--- src/rtl/waveform_sequencer.sv ---
// Waveform sequencer: selects a stored waveform, paces BRAM reads with a clock divider, runs bursts or continuous.
// Latency: first read in the first RUN cycle; sample_valid follows each bram_en by BRAM_LAT cycles.
// Backpressure: none on the sample path; config is only accepted in IDLE (cfg_ready low while busy).
//
// Ports: clk/rst (sync, active-high); cfg_valid/cfg_ready/cfg_sel/cfg_div/cfg_burst config handshake;
// start/stop run control; bram_en/bram_addr/bram_dout BRAM read port; sample_out/sample_valid data out;
// busy/done status. Optional build macro WAVESEQ_PHASE_EN adds cfg_phase (run start address).
module waveform_sequencer #(
    parameter int ADDR_W   = 8,
    parameter int SEL_W    = 2,
    parameter int DATA_W   = 8,
    parameter int DIV_W    = 16,
    parameter int BURST_W  = 16,
    parameter int BRAM_LAT = 1,
    parameter int DIV_RST  = 100
) (
    input  logic                    clk,
    input  logic                    rst,
    input  logic                    cfg_valid,
    output logic                    cfg_ready,
    input  logic [SEL_W-1:0]        cfg_sel,
    input  logic [DIV_W-1:0]        cfg_div,
    input  logic [BURST_W-1:0]      cfg_burst,
`ifdef WAVESEQ_PHASE_EN
    input  logic [ADDR_W-1:0]       cfg_phase,
`endif
    input  logic                    start,
    input  logic                    stop,
    output logic                    bram_en,
    output logic [SEL_W+ADDR_W-1:0] bram_addr,
    input  logic [DATA_W-1:0]       bram_dout,
    output logic [DATA_W-1:0]       sample_out,
    output logic                    sample_valid,
    output logic                    busy,
    output logic                    done
);

    typedef enum logic [1:0] {S_IDLE, S_RUN, S_DRAIN} state_t;

    state_t               state_q, state_n;
    logic [SEL_W-1:0]     sel_q;
    logic [DIV_W-1:0]     div_q;
    logic [BURST_W-1:0]   burst_q;
    logic [ADDR_W-1:0]    phase_q;
    logic [ADDR_W-1:0]    addr_q;
    logic [DIV_W-1:0]     divc_q;
    logic [BURST_W-1:0]   pcnt_q;
    logic [2:0]           dcnt_q;
    logic [BRAM_LAT-1:0]  vpipe_q;
    logic [DATA_W-1:0]    sample_q;

    logic                 cfg_fire;
    logic [ADDR_W-1:0]    start_addr;
    logic [DIV_W-1:0]     div_eff;
    logic                 tick;
    logic                 at_end;
    logic                 last_period;

    assign cfg_fire    = (state_q == S_IDLE) && cfg_valid;
    assign div_eff     = (div_q == '0) ? DIV_W'(1) : div_q;
    // Counter starts at 0 on entry, so the first read lands in the first RUN cycle.
    assign tick        = (divc_q == '0);
    // The period closes on the read just before the address wraps back to the start address.
    assign at_end      = (addr_q == phase_q - ADDR_W'(1));
    assign last_period = (burst_q != '0) && (pcnt_q == burst_q - BURST_W'(1));

`ifdef WAVESEQ_PHASE_EN
    // A config written in the same cycle as start must already steer the start address.
    assign start_addr = cfg_fire ? cfg_phase : phase_q;

    always_ff @(posedge clk) begin
        if (rst) begin
            phase_q <= '0;
        end else if (cfg_fire) begin
            phase_q <= cfg_phase;
        end
    end
`else
    assign phase_q    = '0;
    assign start_addr = '0;
`endif

    always_ff @(posedge clk) begin
        if (rst) begin
            state_q <= S_IDLE;
        end else begin
            state_q <= state_n;
        end
    end

    always_comb begin
        state_n = state_q;
        bram_en = 1'b0;
        done    = 1'b0;
        case (state_q)
            S_IDLE: begin
                if (start) begin
                    state_n = S_RUN;
                end
            end
            S_RUN: begin
                if (stop) begin
                    // Stop wins, but a period-closing read already due this cycle still goes out.
                    bram_en = tick && at_end;
                    state_n = S_DRAIN;
                end else if (tick) begin
                    bram_en = 1'b1;
                    if (at_end && last_period) begin
                        state_n = S_DRAIN;
                    end
                end
            end
            S_DRAIN: begin
                if (dcnt_q == 3'(BRAM_LAT - 1)) begin
                    done    = 1'b1;
                    state_n = S_IDLE;
                end
            end
            default: state_n = S_IDLE;
        endcase
    end

    always_ff @(posedge clk) begin
        if (rst) begin
            sel_q    <= '0;
            div_q    <= DIV_W'(DIV_RST);
            burst_q  <= '0;
            addr_q   <= '0;
            divc_q   <= '0;
            pcnt_q   <= '0;
            dcnt_q   <= '0;
            vpipe_q  <= '0;
            sample_q <= '0;
        end else begin
            if (cfg_fire) begin
                sel_q   <= cfg_sel;
                div_q   <= cfg_div;
                burst_q <= cfg_burst;
            end

            if (state_q == S_IDLE) begin
                divc_q <= '0;
                pcnt_q <= '0;
                if (start) begin
                    addr_q <= start_addr;
                end
            end else if (state_q == S_RUN) begin
                divc_q <= (divc_q == div_eff - DIV_W'(1)) ? '0 : divc_q + DIV_W'(1);
                if (bram_en) begin
                    addr_q <= addr_q + ADDR_W'(1);
                    if (at_end) begin
                        pcnt_q <= pcnt_q + BURST_W'(1);
                    end
                end
            end

            dcnt_q <= (state_q == S_DRAIN) ? dcnt_q + 3'd1 : 3'd0;

            // Read-enable delay line marks when bram_dout carries the requested sample.
            vpipe_q[0] <= bram_en;
            for (int i = 1; i < BRAM_LAT; i++) begin
                vpipe_q[i] <= vpipe_q[i-1];
            end

            if (sample_valid) begin
                sample_q <= bram_dout;
            end
        end
    end

    assign cfg_ready    = (state_q == S_IDLE);
    assign busy         = (state_q != S_IDLE);
    assign bram_addr    = {sel_q, addr_q};
    assign sample_valid = vpipe_q[BRAM_LAT-1];
    assign sample_out   = sample_q;

endmodule

--- config.mk ---
export PLATFORM = sky130hd
export DESIGN_NAME = waveform_sequencer
export DESIGN_NICKNAME = d
export VERILOG_FILES = /design/src/rtl/waveform_sequencer.sv
export SDC_FILE = /design/constraint.sdc
export NUM_CORES = 1
export LEC_CHECK = 0
export ABC_AREA = 1
export BUFFER_PORTS_ARGS = -buffer_cell sky130_fd_sc_hd__buf_2
export CAP_MARGIN = 0
export CORE_UTILIZATION = 50
export CTS_BUF_LIST = sky130_fd_sc_hd__clkbuf_4 sky130_fd_sc_hd__clkbuf_8
export CTS_CLUSTER_SIZE = 16
export DETAILED_ROUTE_END_ITERATION = 10
export PLACE_DENSITY = 0.71
export SLEW_MARGIN = 20
export SYNTH_ARGS = -nofsm -noshare
export SYNTH_HDL_FRONTEND = slang
export SYNTH_SLANG_ARGS = --single-unit
export TNS_END_PERCENT = 10
--- constraint.sdc ---
create_clock -name clk -period 3.9 [get_ports clk]
set_clock_uncertainty 0.2 [all_clocks]
set_input_delay 0.78 -clock clk [delete_from_list [all_inputs] [get_ports clk]]
set_output_delay 0.78 -clock clk [all_outputs]
set_load 0.03 [all_outputs]
==> results.toml <==
[clock_tree]
cts_setup_buffers = 0
post_cts_resized = 0
cts-buffers-inserted = 9
cts_tree = "yes"
clock_latency_ns = 0.37
cts_sinks = 88
clockRootBuffer = "clkbuf_8"
clkSlewWorstSetupHoldPaths_ns = 0.09
clockBufferDepth = 2
ctsHoldBuffers = 0
h-tree-depth = 3

[drt]
antenna_left = 0
drt-wirelength-per-cell_um = 12.8
via_count = 4957
drtIter0Drc = 286
via_per_inst = 5.13
drc = 0
wl_mm = 12.4
first_pass_iters = 6

[critical_path]
crit_path_end_kind = "primary output"
crit_fanout = 4
required_ns = 2.92
worst_ep_arrival_time_ns = 2.09
r2r_setup_slack_ns = 1.17
worstSetupPathType = "reg2out"
startpoint_type = "flop"

[synthesis]
synth_area_per_cell_um2 = 6.64
syn_area_mm2 = 0.00503
postSynth.asyncResetShare_pct = 0
synth_nets = 813
synth_cell_types = 31
ys_top_cells_by_area = "dfxtp_1 35%, nand2_1 13%, nor2_1 7.5%"
synth-main-ff-cell = "dfxtp_1"
syn_inst = 758
synth-edff-count = 0
ys_ff_latch = 88
yosysTopAreaCell = "dfxtp_1"
yosysMostFrequentCell = "nand2_1"
yosysSeqAreaShare_pct = 35.0
ys_top_cells_by_count = "170 x nand2_1, 101 x nor2_1, 95 x inv_1, 88 x dfxtp_1, 63 x o21ai_0"
synth_top_area_share_pct = 35.0
yosys_warnings = 0

[place]
place_ws_ns = 1.21
place_inst = 950
dp_hpwl_mm = 9.59
portBuffers = 69
place_area_mm2 = 0.00551
gp_congestion = 0.916

[power]
power_frac_seq_pct = 42.7
total_leakage_power_nw = 2.56
switchingPower_uw = 848
power.clock.fraction_pct = 29.8
power_density_mw_per_mm2 = 423
power_frac_comb_pct = 27.4
max-vdd-ir-drop_v = 0.000226
finalPower_mw = 2.43
p_int_mw = 1.58
sw_frac_of_total_pct = 34.9

[grt]
met3_usage_pct = 4.92
grt_pass1_wl_mm = 20.1
grt_pass1_vias = 4351
grt_start_max_net_pins = 42
met1_usage_pct = 34.4
grt_overflow = 0
grt-busiest-layer = "met2"
antenna_found_initial = 0
global_route.usage.met2_pct = 39.4
grt_use_total_pct = 24.8

[run_status]
status = "finished, final reports clean"

[timing]
worst_pin_slew_ns = 0.764
fin_ws_ns = 0.833
rsz0062_at_grt = "no"
tns_ns = 0
setup_viol = 0
max_freq_ghz = 0.326
max-slew-margin-rel_pct = 49.0
finalHoldViolations = 0
drv_slew = 0
hold_slack_ns = 0.266
finalCritPeriodShare_pct = 78.6
min_period_ns = 3.07

[floorplanning]
die_x_um = 102
start_util_pct = 51.5
chipHeight_um = 102
core_area_mm2 = 0.00977
row_count = 36
dieArea_mm2 = 0.0105
io_pins = 70

[layout]
fin_util_pct = 58.8
drive_gt1_share_pct = 15.1
n_antenna_cell = 0
final_area_mm2 = 0.00574
final_nets = 883
instances_no_fill = 966
areaGrowthSynthToFinish_pct = 14.1

[run]
maxCapViolCount = 0

[min_path]
hp-class = "reg2reg"
[sequential cells by signal (all words and copies together) (netlist names)]
| register | cells |
|---|---|
| addr_q | 8 |
| burst_q | 16 |
| dcnt_q | 3 |
| div_q | 16 |
| divc_q | 16 |
| pcnt_q | 16 |
| sample_out | 8 |
| sample_valid | 1 |
| sel_q | 2 |
| state_q | 2 |
[logic make-up after synthesis]
family	share of synthesized area, %
simple gates	34.0
compound gates	12.2
buf+inv	8.70
flops	35.0
xor+xnor	8.03
fa+ha+maj	1.99
[area by class of cell]
cell class / count / area (um^2)
Sequential cell: 88 / 1760
Clock buffer: 12 / 153
Clock inverter: 4 / 77.6
Fill cell: 977 / 4030
Timing Repair Buffer: 74 / 383
Inverter: 98 / 368
Tap cell: 133 / 166
Multi-Input combinational cell: 557 / 2840
[power by group through the flow]
stage	registers, mW	clock network [mW]	logic, mW
after floorplan	1.06	0	0.488
after global placement	1.06	0	0.654
after detailed placement	1.06	0	0.660
after CTS	1.04	0.738	0.665
after global routing	1.05	0.774	0.758
final	1.04	0.725	0.667
[critical path: stages (launching register included)]
cell	delay, ns
dfxtp_1	0.36
inv_1	0.13
ha_1	0.17
nand4_1	0.12
nor4_1	0.33
nand2_1	0.16
nor3_1	0.20
buf_2	0.24
[final timing paths]
kind,from,to,cells past startpoint
max reg2reg,div_q[4],divc_q[15],16
max,divc_q[0],bram_en,7
min,dcnt_q[0],dcnt_q[0],1
min reg2reg,dcnt_q[0],dcnt_q[0],1
[cell usage in the layout, fill, tap and decap left out, drive strengths merged, types with 2 or more instances in the layout]
cell and instances:
dfxtp 88, xnor2 10, o21ai 63, o211ai 3
nand2 177, a21oi 51, bufinv 2, nor3 16
ha 8, nor4 5, buf 74, nor3b 2
clkinv 2, inv 98, xor2 31, nor2 124
nand4 17, o21bai 2, clkbuf 12, nand3 42
xnor3 2
[routing by layer]
layer / wire [um] / up-vias
li1: - / 2568
met5: 0 / -
met3: 784 / 16
met4: 130 / 0
met1: 6130 / 2222
met2: 5360 / 151
Note: power is estimated with default switching activity, not from simulation.
